## config.mk

```make
export PLATFORM = sky130hd
export DESIGN_NAME = mem_port_arbiter
export DESIGN_NICKNAME = d
export VERILOG_FILES = /design/src/rtl/mem_arb_pkg.sv /design/src/rtl/mem_port_arbiter_rr_pick2.sv /design/src/rtl/mem_port_arbiter.sv
export SDC_FILE = /design/constraint.sdc
export NUM_CORES = 1
export LEC_CHECK = 0
export ABC_AREA = 0
export CAP_MARGIN = 25
export CORE_ASPECT_RATIO = 0.9
export CORE_MARGIN = 3
export CORE_UTILIZATION = 44
export DETAILED_ROUTE_END_ITERATION = 10
export PLACE_DENSITY_LB_ADDON = 0.2
export SYNTH_ARGS = -nofsm -noshare
export SYNTH_HDL_FRONTEND = slang
export SYNTH_HIERARCHICAL = 1
export SYNTH_SLANG_ARGS = --single-unit
```

## constraint.sdc

```tcl
create_clock -name CLK -period 9.2 [get_ports CLK]
set_clock_uncertainty 0.2 [all_clocks]
set_input_delay 1.38 -clock CLK [delete_from_list [all_inputs] [get_ports CLK]]
set_output_delay 1.38 -clock CLK [all_outputs]
set_load 0.1 [all_outputs]
```

## src/rtl/mem_arb_pkg.sv

```systemverilog
// Shared definitions for the RAM port arbiter: FSM encoding, requester IDs,
// transfer type codes and the read/write polarity.
package mem_arb_pkg;

  typedef enum logic [1:0] {
    ST_IDLE = 2'd0,
    ST_WAIT = 2'd1,
    ST_DONE = 2'd2
  } arb_state_e;

  localparam logic REQ_CPU = 1'b0;
  localparam logic REQ_LDR = 1'b1;

  localparam logic [1:0] TYPE_BYTE = 2'b00;
  localparam logic [1:0] TYPE_HALF = 2'b01;
  localparam logic [1:0] TYPE_WORD = 2'b10;

  localparam logic RW_READ = 1'b1;

endpackage

```

## src/rtl/mem_port_arbiter_rr_pick2.sv

```systemverilog
// Combinational 2-way round-robin picker. On a tie the requester that did
// not win last time is chosen; the pointer itself lives in the caller.
module rr_pick2
  import mem_arb_pkg::*;
(
  input  logic [1:0] req,
  input  logic       last,
  output logic       valid,
  output logic       winner
);

  // Pick the single requester, or alternate against the last winner on a tie.
  always_comb begin
    valid = |req;
    case (req)
      2'b01:   winner = REQ_CPU;
      2'b10:   winner = REQ_LDR;
      2'b11:   winner = ~last;
      default: winner = last;
    endcase
  end

endmodule

```

## src/rtl/mem_port_arbiter.sv

```systemverilog
// Arbitrates the single RAM MOV/MOC port between the CPU (requester 0) and
// the program loader (requester 1). Each granted transaction is latched into
// the ram_* registers, completion and read data are routed back to the
// winner, and a WAIT-state timeout abandons a RAM that never answers.
module mem_port_arbiter
  import mem_arb_pkg::*;
#(
  parameter int ADDR_W  = 8,
  parameter int DATA_W  = 32,
  parameter int TIMEOUT = 16
) (
  input  logic              CLK,
  input  logic              CLR,
  input  logic              cpu_mov,
  input  logic              cpu_rw,
  input  logic [ADDR_W-1:0] cpu_addr,
  input  logic [DATA_W-1:0] cpu_wdata,
  input  logic [1:0]        cpu_type,
  output logic              cpu_moc,
  output logic [DATA_W-1:0] cpu_rdata,
  input  logic              ldr_mov,
  input  logic              ldr_rw,
  input  logic [ADDR_W-1:0] ldr_addr,
  input  logic [DATA_W-1:0] ldr_wdata,
  input  logic [1:0]        ldr_type,
  output logic              ldr_moc,
  output logic [DATA_W-1:0] ldr_rdata,
  output logic              ram_mov,
  output logic              ram_rw,
  output logic [ADDR_W-1:0] ram_addr,
  output logic [DATA_W-1:0] ram_wdata,
  output logic [1:0]        ram_type,
  input  logic              ram_moc,
  input  logic [DATA_W-1:0] ram_rdata,
  output logic              grant,
  output logic              busy,
  output logic              err_timeout,
  input  logic              err_clr
);

  localparam int CNT_W = $clog2(TIMEOUT);

  arb_state_e state_q, state_d;

  logic              ram_mov_q,   ram_mov_d;
  logic              ram_rw_q,    ram_rw_d;
  logic [ADDR_W-1:0] ram_addr_q,  ram_addr_d;
  logic [DATA_W-1:0] ram_wdata_q, ram_wdata_d;
  logic [1:0]        ram_type_q,  ram_type_d;
  logic              grant_q,     grant_d;
  logic              last_q,      last_d;
  logic              busy_q,      busy_d;
  logic              err_q,       err_d;
  logic              cpu_moc_q,   cpu_moc_d;
  logic              ldr_moc_q,   ldr_moc_d;
  logic [DATA_W-1:0] cpu_rdata_q, cpu_rdata_d;
  logic [DATA_W-1:0] ldr_rdata_q, ldr_rdata_d;
  logic [CNT_W-1:0]  cnt_q,       cnt_d;

  logic pick_valid;
  logic pick_winner;
  logic win_mov;
  logic cnt_last;
  logic tmo_hit;

  rr_pick2 u_pick (
    .req    ({ldr_mov, cpu_mov}),
    .last   (last_q),
    .valid  (pick_valid),
    .winner (pick_winner)
  );

  assign win_mov  = (grant_q == REQ_LDR) ? ldr_mov : cpu_mov;
  assign cnt_last = (cnt_q == CNT_W'(TIMEOUT - 1));
  // A RAM completion on the boundary edge wins over the timeout.
  assign tmo_hit  = (state_q == ST_WAIT) && !ram_moc && cnt_last;

  // State register; CLR forces IDLE immediately.
  always_ff @(posedge CLK or posedge CLR) begin
    if (CLR) begin
      state_q <= ST_IDLE;
    end else begin
      state_q <= state_d;
    end
  end

  // Next-state: grant -> wait for RAM or timeout -> 4-phase release.
  always_comb begin
    state_d = state_q;
    case (state_q)
      ST_IDLE: begin
        if (pick_valid) state_d = ST_WAIT;
        else            state_d = ST_IDLE;
      end
      ST_WAIT: begin
        if (ram_moc || cnt_last) state_d = ST_DONE;
        else                     state_d = ST_WAIT;
      end
      ST_DONE: begin
        if (!win_mov) state_d = ST_IDLE;
        else          state_d = ST_DONE;
      end
      default: state_d = ST_IDLE;
    endcase
  end

  // Datapath next values: latch the winner, route completion, run the counter.
  always_comb begin
    ram_mov_d   = ram_mov_q;
    ram_rw_d    = ram_rw_q;
    ram_addr_d  = ram_addr_q;
    ram_wdata_d = ram_wdata_q;
    ram_type_d  = ram_type_q;
    grant_d     = grant_q;
    last_d      = last_q;
    cpu_moc_d   = cpu_moc_q;
    ldr_moc_d   = ldr_moc_q;
    cpu_rdata_d = cpu_rdata_q;
    ldr_rdata_d = ldr_rdata_q;
    cnt_d       = cnt_q;
    case (state_q)
      ST_IDLE: begin
        if (pick_valid) begin
          grant_d   = pick_winner;
          last_d    = pick_winner;
          ram_mov_d = 1'b1;
          cnt_d     = CNT_W'(0);
          if (pick_winner == REQ_LDR) begin
            ram_rw_d    = ldr_rw;
            ram_addr_d  = ldr_addr;
            ram_wdata_d = ldr_wdata;
            ram_type_d  = ldr_type;
          end else begin
            ram_rw_d    = cpu_rw;
            ram_addr_d  = cpu_addr;
            ram_wdata_d = cpu_wdata;
            ram_type_d  = cpu_type;
          end
        end else begin
          ram_mov_d = 1'b0;
        end
      end
      ST_WAIT: begin
        cnt_d = cnt_q + CNT_W'(1);
        if (ram_moc) begin
          ram_mov_d = 1'b0;
          if (grant_q == REQ_LDR) begin
            ldr_moc_d = 1'b1;
            if (ram_rw_q == RW_READ) ldr_rdata_d = ram_rdata;
            else                     ldr_rdata_d = ldr_rdata_q;
          end else begin
            cpu_moc_d = 1'b1;
            if (ram_rw_q == RW_READ) cpu_rdata_d = ram_rdata;
            else                     cpu_rdata_d = cpu_rdata_q;
          end
        end else if (cnt_last) begin
          ram_mov_d = 1'b0;
          if (grant_q == REQ_LDR) begin
            ldr_moc_d   = 1'b1;
            ldr_rdata_d = {DATA_W{1'b0}};
          end else begin
            cpu_moc_d   = 1'b1;
            cpu_rdata_d = {DATA_W{1'b0}};
          end
        end else begin
          ram_mov_d = 1'b1;
        end
      end
      ST_DONE: begin
        if (!win_mov) begin
          cpu_moc_d = 1'b0;
          ldr_moc_d = 1'b0;
        end else begin
          cpu_moc_d = cpu_moc_q;
          ldr_moc_d = ldr_moc_q;
        end
      end
      default: begin
        ram_mov_d = 1'b0;
        cpu_moc_d = 1'b0;
        ldr_moc_d = 1'b0;
      end
    endcase

    if (tmo_hit)      err_d = 1'b1;
    else if (err_clr) err_d = 1'b0;
    else              err_d = err_q;

    busy_d = (state_d != ST_IDLE);
  end

  // Datapath registers; CLR drops ram_mov and every output at once.
  always_ff @(posedge CLK or posedge CLR) begin
    if (CLR) begin
      ram_mov_q   <= 1'b0;
      ram_rw_q    <= 1'b0;
      ram_addr_q  <= {ADDR_W{1'b0}};
      ram_wdata_q <= {DATA_W{1'b0}};
      ram_type_q  <= 2'b00;
      grant_q     <= REQ_CPU;
      last_q      <= REQ_LDR;
      busy_q      <= 1'b0;
      err_q       <= 1'b0;
      cpu_moc_q   <= 1'b0;
      ldr_moc_q   <= 1'b0;
      cpu_rdata_q <= {DATA_W{1'b0}};
      ldr_rdata_q <= {DATA_W{1'b0}};
      cnt_q       <= CNT_W'(0);
    end else begin
      ram_mov_q   <= ram_mov_d;
      ram_rw_q    <= ram_rw_d;
      ram_addr_q  <= ram_addr_d;
      ram_wdata_q <= ram_wdata_d;
      ram_type_q  <= ram_type_d;
      grant_q     <= grant_d;
      last_q      <= last_d;
      busy_q      <= busy_d;
      err_q       <= err_d;
      cpu_moc_q   <= cpu_moc_d;
      ldr_moc_q   <= ldr_moc_d;
      cpu_rdata_q <= cpu_rdata_d;
      ldr_rdata_q <= ldr_rdata_d;
      cnt_q       <= cnt_d;
    end
  end

  assign ram_mov     = ram_mov_q;
  assign ram_rw      = ram_rw_q;
  assign ram_addr    = ram_addr_q;
  assign ram_wdata   = ram_wdata_q;
  assign ram_type    = ram_type_q;
  assign grant       = grant_q;
  assign busy        = busy_q;
  assign err_timeout = err_q;
  assign cpu_moc     = cpu_moc_q;
  assign ldr_moc     = ldr_moc_q;
  assign cpu_rdata   = cpu_rdata_q;
  assign ldr_rdata   = ldr_rdata_q;

endmodule

```

Word-level counts from Yosys, hierarchy flattened
Cells that the tools add are included.

Bits in registers: 120. Word-level logic and storage cells: 80. Input bits: 124.

Add/sub/neg operators: 1. Equality and inequality tests: 10. Reduce and logical (&&, ||, !) cells: 15. Mux-type cells: 36. Bitwise operators: 3.

Operators with widths (number): two-way mux 32 bit (10); two-way mux 1 bit (15); one-hot mux 1 bit (3 select lines) (4); two-way mux 8 bit (1); one-hot mux 4 bit (2 select lines) (1); AND reduction 4 bit (2); nonzero test 2 bit (4); equality test 2 bit, second input constant (3); two-way mux 2 bit (3); one-hot mux 2 bit (3 select lines) (1); adder 4 x 1 -> 4 bit, second input constant (1); equality test 2 x 1 -> 1 bit, second input constant (2); equality test 4 bit, second input constant (1); two-way mux 4 bit (1); inequality test 2 bit, second input constant (2); AND reduction 2 bit (2); inequality test 3 bit, second input constant (1); NOT 1 bit (3); AND reduction 3 bit (1); logical AND 1 bit (2); zero test 2 bit (1); inequality test 2 x 1 -> 1 bit, second input constant (1); OR reduction 2 bit (1); zero test 1 bit (1); logical OR 1 bit (1).

Depth between registers and ports, before layout
Depth after elaboration: 5. Mapped depth: 6.

Hierarchy
The synthesis kept the hierarchy.

By module, submodules not included: mem_port_arbiter (times used 1, area an instance 4977.3 um^2, cells each 395); rr_pick2 (times used 1, area an instance 20.0 um^2, cells each 3).

Worst setup path before layout
Ideal clock, no wire load.

Kind: input to register. Start point: in cpu_mov. End point: reg ram_wdata_q[13] (netlist: ram_wdata[13]). Slack: 6.579 ns. Library setup time: 0.133 ns. Cell stages on the path: 6. Path buffers: 2. Data required time: 8.867 ns. Arrival time: 2.288 ns. Cells stage by stage: or2_1 > or3b_1 > buf_2 > buf_2 > nand2_1 > o21ai_0.

Longest elaborated chain between the ends: 3. Elaborated cells between the ends (all ways): 7.

RTL lines: from (decl) (line mem_port_arbiter.sv:14) `input logic cpu_mov,`; equality test 2 bit or equality test 2 x 1 -> 1 bit (tied branches) (line mem_port_arbiter_rr_pick2.sv:15) `case (req)`; one-hot mux 1 bit (3 select lines) (line mem_port_arbiter_rr_pick2.sv:15); two-way mux 32 bit (line mem_port_arbiter.sv:128) `if (pick_winner == REQ_LDR) begin`; to (signal assigned) (line mem_port_arbiter.sv:198) `ram_wdata_q <= {DATA_W{1'b0}};`; to (signal assigned) (line mem_port_arbiter.sv:213) `ram_wdata_q <= ram_wdata_d;`; to (decl) (line mem_port_arbiter.sv:48) `logic [DATA_W-1:0] ram_wdata_q, ram_wdata_d;`.

Parallel ways exist; a longest one is shown, timed or not. A chain may end at the register's enable or synchronous reset.

Final worst setup path
Start point: reg grant_q (netlist: grant). End point: out grant.

RTL lines: from (decl) (line mem_port_arbiter.sv:50) `logic grant_q, grant_d;`; from (signal assigned) (line mem_port_arbiter.sv:215) `grant_q <= grant_d;`; to (decl) (line mem_port_arbiter.sv:35) `output logic grant,`.

No word-level cell between the ends.

==> summary.md <==
| Metric | Value |
|---|---|
| Status | `finished, final reports clean` |
| Post-Synthesis Cell Area | `5000 um2` |
| Setup bufs post-CTS | `0` |
| Mapped Avg Cell Area | `12.6 um2` |
| Slew @ Worst Pin | `1040 ps` |
| Core area | `10900 um2` |
| Post-synthesis sequential area ratio | `60.1%` |
| Largest net degree at the start of global routing | `93` |
| Buf/Inv on CP | `1` |
| HP Class | `flip-flop to flip-flop` |
| CTS tree | `yes` |
| Top post-synthesis cells by area | `dfrtp_1, mux2i_1, a22o_1` |
| Final setup fails | `0` |
| Setup TNS | `0 ps` |
| Area fraction in compound gates after synthesis | `17.9%` |
| Floorplan row count | `36` |
| # diodes | `0` |
| Critical Path, Cell by Cell | `clkdlybuf4s50_1` |
| #FFs+latches synth | `120` |
| Synth warn | `6` |
| Required time of the critical path | `7620 ps` |
| DRT Pass-1 Iters | `5` |
| Critical Path Start Type | `flip-flop` |
| Max FO, Critical Path | `8` |
| Slowest cell on crit path | `clkdlybuf4s50_1` |
| Synth Area in Simple Gates | `7.84%` |
| Syn-to-layout area delta | `60.8%` |
| Clock slew seen by the registers of the worst setup and hold paths | `60 ps` |
| Max Freq | `0.263 GHz` |
| Tot GR Track Use | `21.9%` |
| Fillcell total | `742` |
| I/O pin cnt | `237` |
| Root buffer cell | `clkbuf_16` |
| Critical path class | `flip-flop to output port` |
| Post-Synth XOR/XNOR Area | `0.175%` |
| Adder-Cell Fraction of Synth Area | `0.250%` |
| Critical Path End Type | `output port` |
| Max-cap viol count | `0` |
| Fin. Hold Viols | `0` |
| Crit-path leading delay family | `buffers and inverters` |
| Net Count, Synth | `523` |
| Die Y | `107 um` |
| Cts hold-fix bufs | `0` |
| Top cell type's share of synthesized area | `59.6%` |
| PortBufs | `236` |
| Slew HR | `30.6%` |
| DR vias | `4097` |
| Worst path max stage delay | `1230 ps` |
| Vias per std cell | `5.18` |
| Min Tclk post-route | `3800 ps` |
| Effective utilization at floorplan | `45.7%` |
| # DRC | `0` |
| Max Root-Sink Buffers | `2` |
| Initial antenna violation count | `0` |
| Largest family of logic cells by synthesized area | `compound AO/OA/AOI/OAI gates` |
| Max-slew violation count | `0` |
| Clk Latency, worst-skew pair | `390 ps` |
| Initial DRC count | `304` |
| Total CTS buffers | `17` |
| Post-route ant nets | `0` |
| Layout cell share with drive strength beyond 1 | `7.98%` |
| Post-synthesis mux area share | `9.44%` |
| Vias in the first global route | `4320` |
| Fin nets | `751` |
| WP data arrival | `2220 ps` |
| Synth Instances | `398` |
| Die footprint | `12700 um2` |
| Yosys top cell by area | `dfrtp_1` |
| DP HPWL | `9790 um` |
| Die Wd | `118 um` |
| H-tree Lvls | `4` |
| Gpl congestion | `0.757` |
| CTS resizes | `0` |
| Synth cell types | `36` |
| DR WL/cell | `17.1 um` |
| CTS Sinks | `120` |
| Final worst-path cycle share | `41.3%` |
| RSZ-0062 raised after global routing | `false` |
| Total gr overflow | `0` |
| Global-route wire length before repair | `22000 um` |
| Final WL | `13500 um` |
## layer usage
| metal | GRT usage (%) | share of wire (%) | up-vias |
|---|---|---|---|
| met3 | 8.12 | 8.6 | 12 |
| met5 | 0 | 0 | - |
| met2 | 37.5 | 49 | 172 |
| met1 | 26.6 | 41 | 1981 |
| met4 | 5.19 | 1.2 | 0 |
| li1 | - | - | 1932 |
## worst register-to-register path, cell delays in order, from the launching register on
cell	delay, ps
dfrtp_1	470
and2b_1	480
nand4_4	520
a22o_4	440
## cells by family after synthesis
kind of cell | count (synthesis)
compound gates | 119
xor+xnor | 1
fa+ha+maj | 1
buf+inv | 36
flops | 120
mux | 47
simple gates | 74
## layout by cell type (no fill, tap or decap), types with 4 or more instances in the layout
| cell | n |
|---|---|
| clkbuf_16 | 17 |
| a32o_1 | 26 |
| mux2i_1 | 45 |
| dfrtp_1 | 119 |
| o21ai_1 | 33 |
| nand2_1 | 54 |
| o21ai_0 | 14 |
| a22o_1 | 37 |
| clkdlybuf4s50_1 | 236 |
| buf_4 | 4 |
## final cells by class
cell class | instances | area (um2) | area share [%]
Timing Repair Buffer | 241 | 2420 | 30.1
Multi-Input combinational cell | 242 | 1790 | 22.3
Clock buffer | 19 | 443 | 5.51
Sequential cell | 120 | 3000 | 37.4
Tap cell | 152 | 190 | 2.37
Inverter | 4 | 17.5 | 0.218
Clock inverter | 13 | 170 | 2.12
## synth_stat cells (all sizes together)
cell,instances
dfrtp,119
nand2,54
o21ai,47
mux2i,46
a22o,38
buf,27
a32o,26
clkbuf,5
inv,4
a31oi,3
nand3,3
nand4,3
a21oi,2
and3,2
nand2b,2
nand3b,2
nor3,2
a311o,1
a31o,1
and2b,1
and4,1
dfstp,1
ha,1
mux2,1
nor2,1
nor3b,1
o32ai,1
or2,1
or3b,1
xor2,1
## path summary, 6_finish.rpt
check,startpoint,end,slack [ps],depth (start not counted)
max reg2reg,state_q[1],cpu_rdata[19],6970,3
max in group asynchronous,CLR,last_q,6490,4
min,ram_wdata[14],ram_wdata[14],280,2
min in group asynchronous,CLR,ldr_rdata[24],1120,2
min reg2reg,ram_wdata[14],ram_wdata[14],280,2
max,grant,grant,5400,1
## registers in the layout, indices dropped and copies added, names as in the netlist, 2 cells and up
name	count
cnt_q	4
cpu_rdata	32
ldr_rdata	32
ram_addr	8
ram_type	2
ram_wdata	32
state_q	2
## per-stage QoR
step	setup slack (ps)	cells	hold WS (ps)	util, %	instance area, um2
6_report	5400	791	278	73.4	8040
5_1_grt	5330	791	302	73.4	8040
4_1_cts	5380	791	282	73.4	8040
3_5_place_dp	5630	759	269	67.8	7420
3_3_place_gp	5650	758	266	67.6	7400
2_1_floorplan	4440	398	247	-	5000
Power is not shown: default switching activity piles up to over one toggle a cycle in this logic, so the estimate is an artifact.
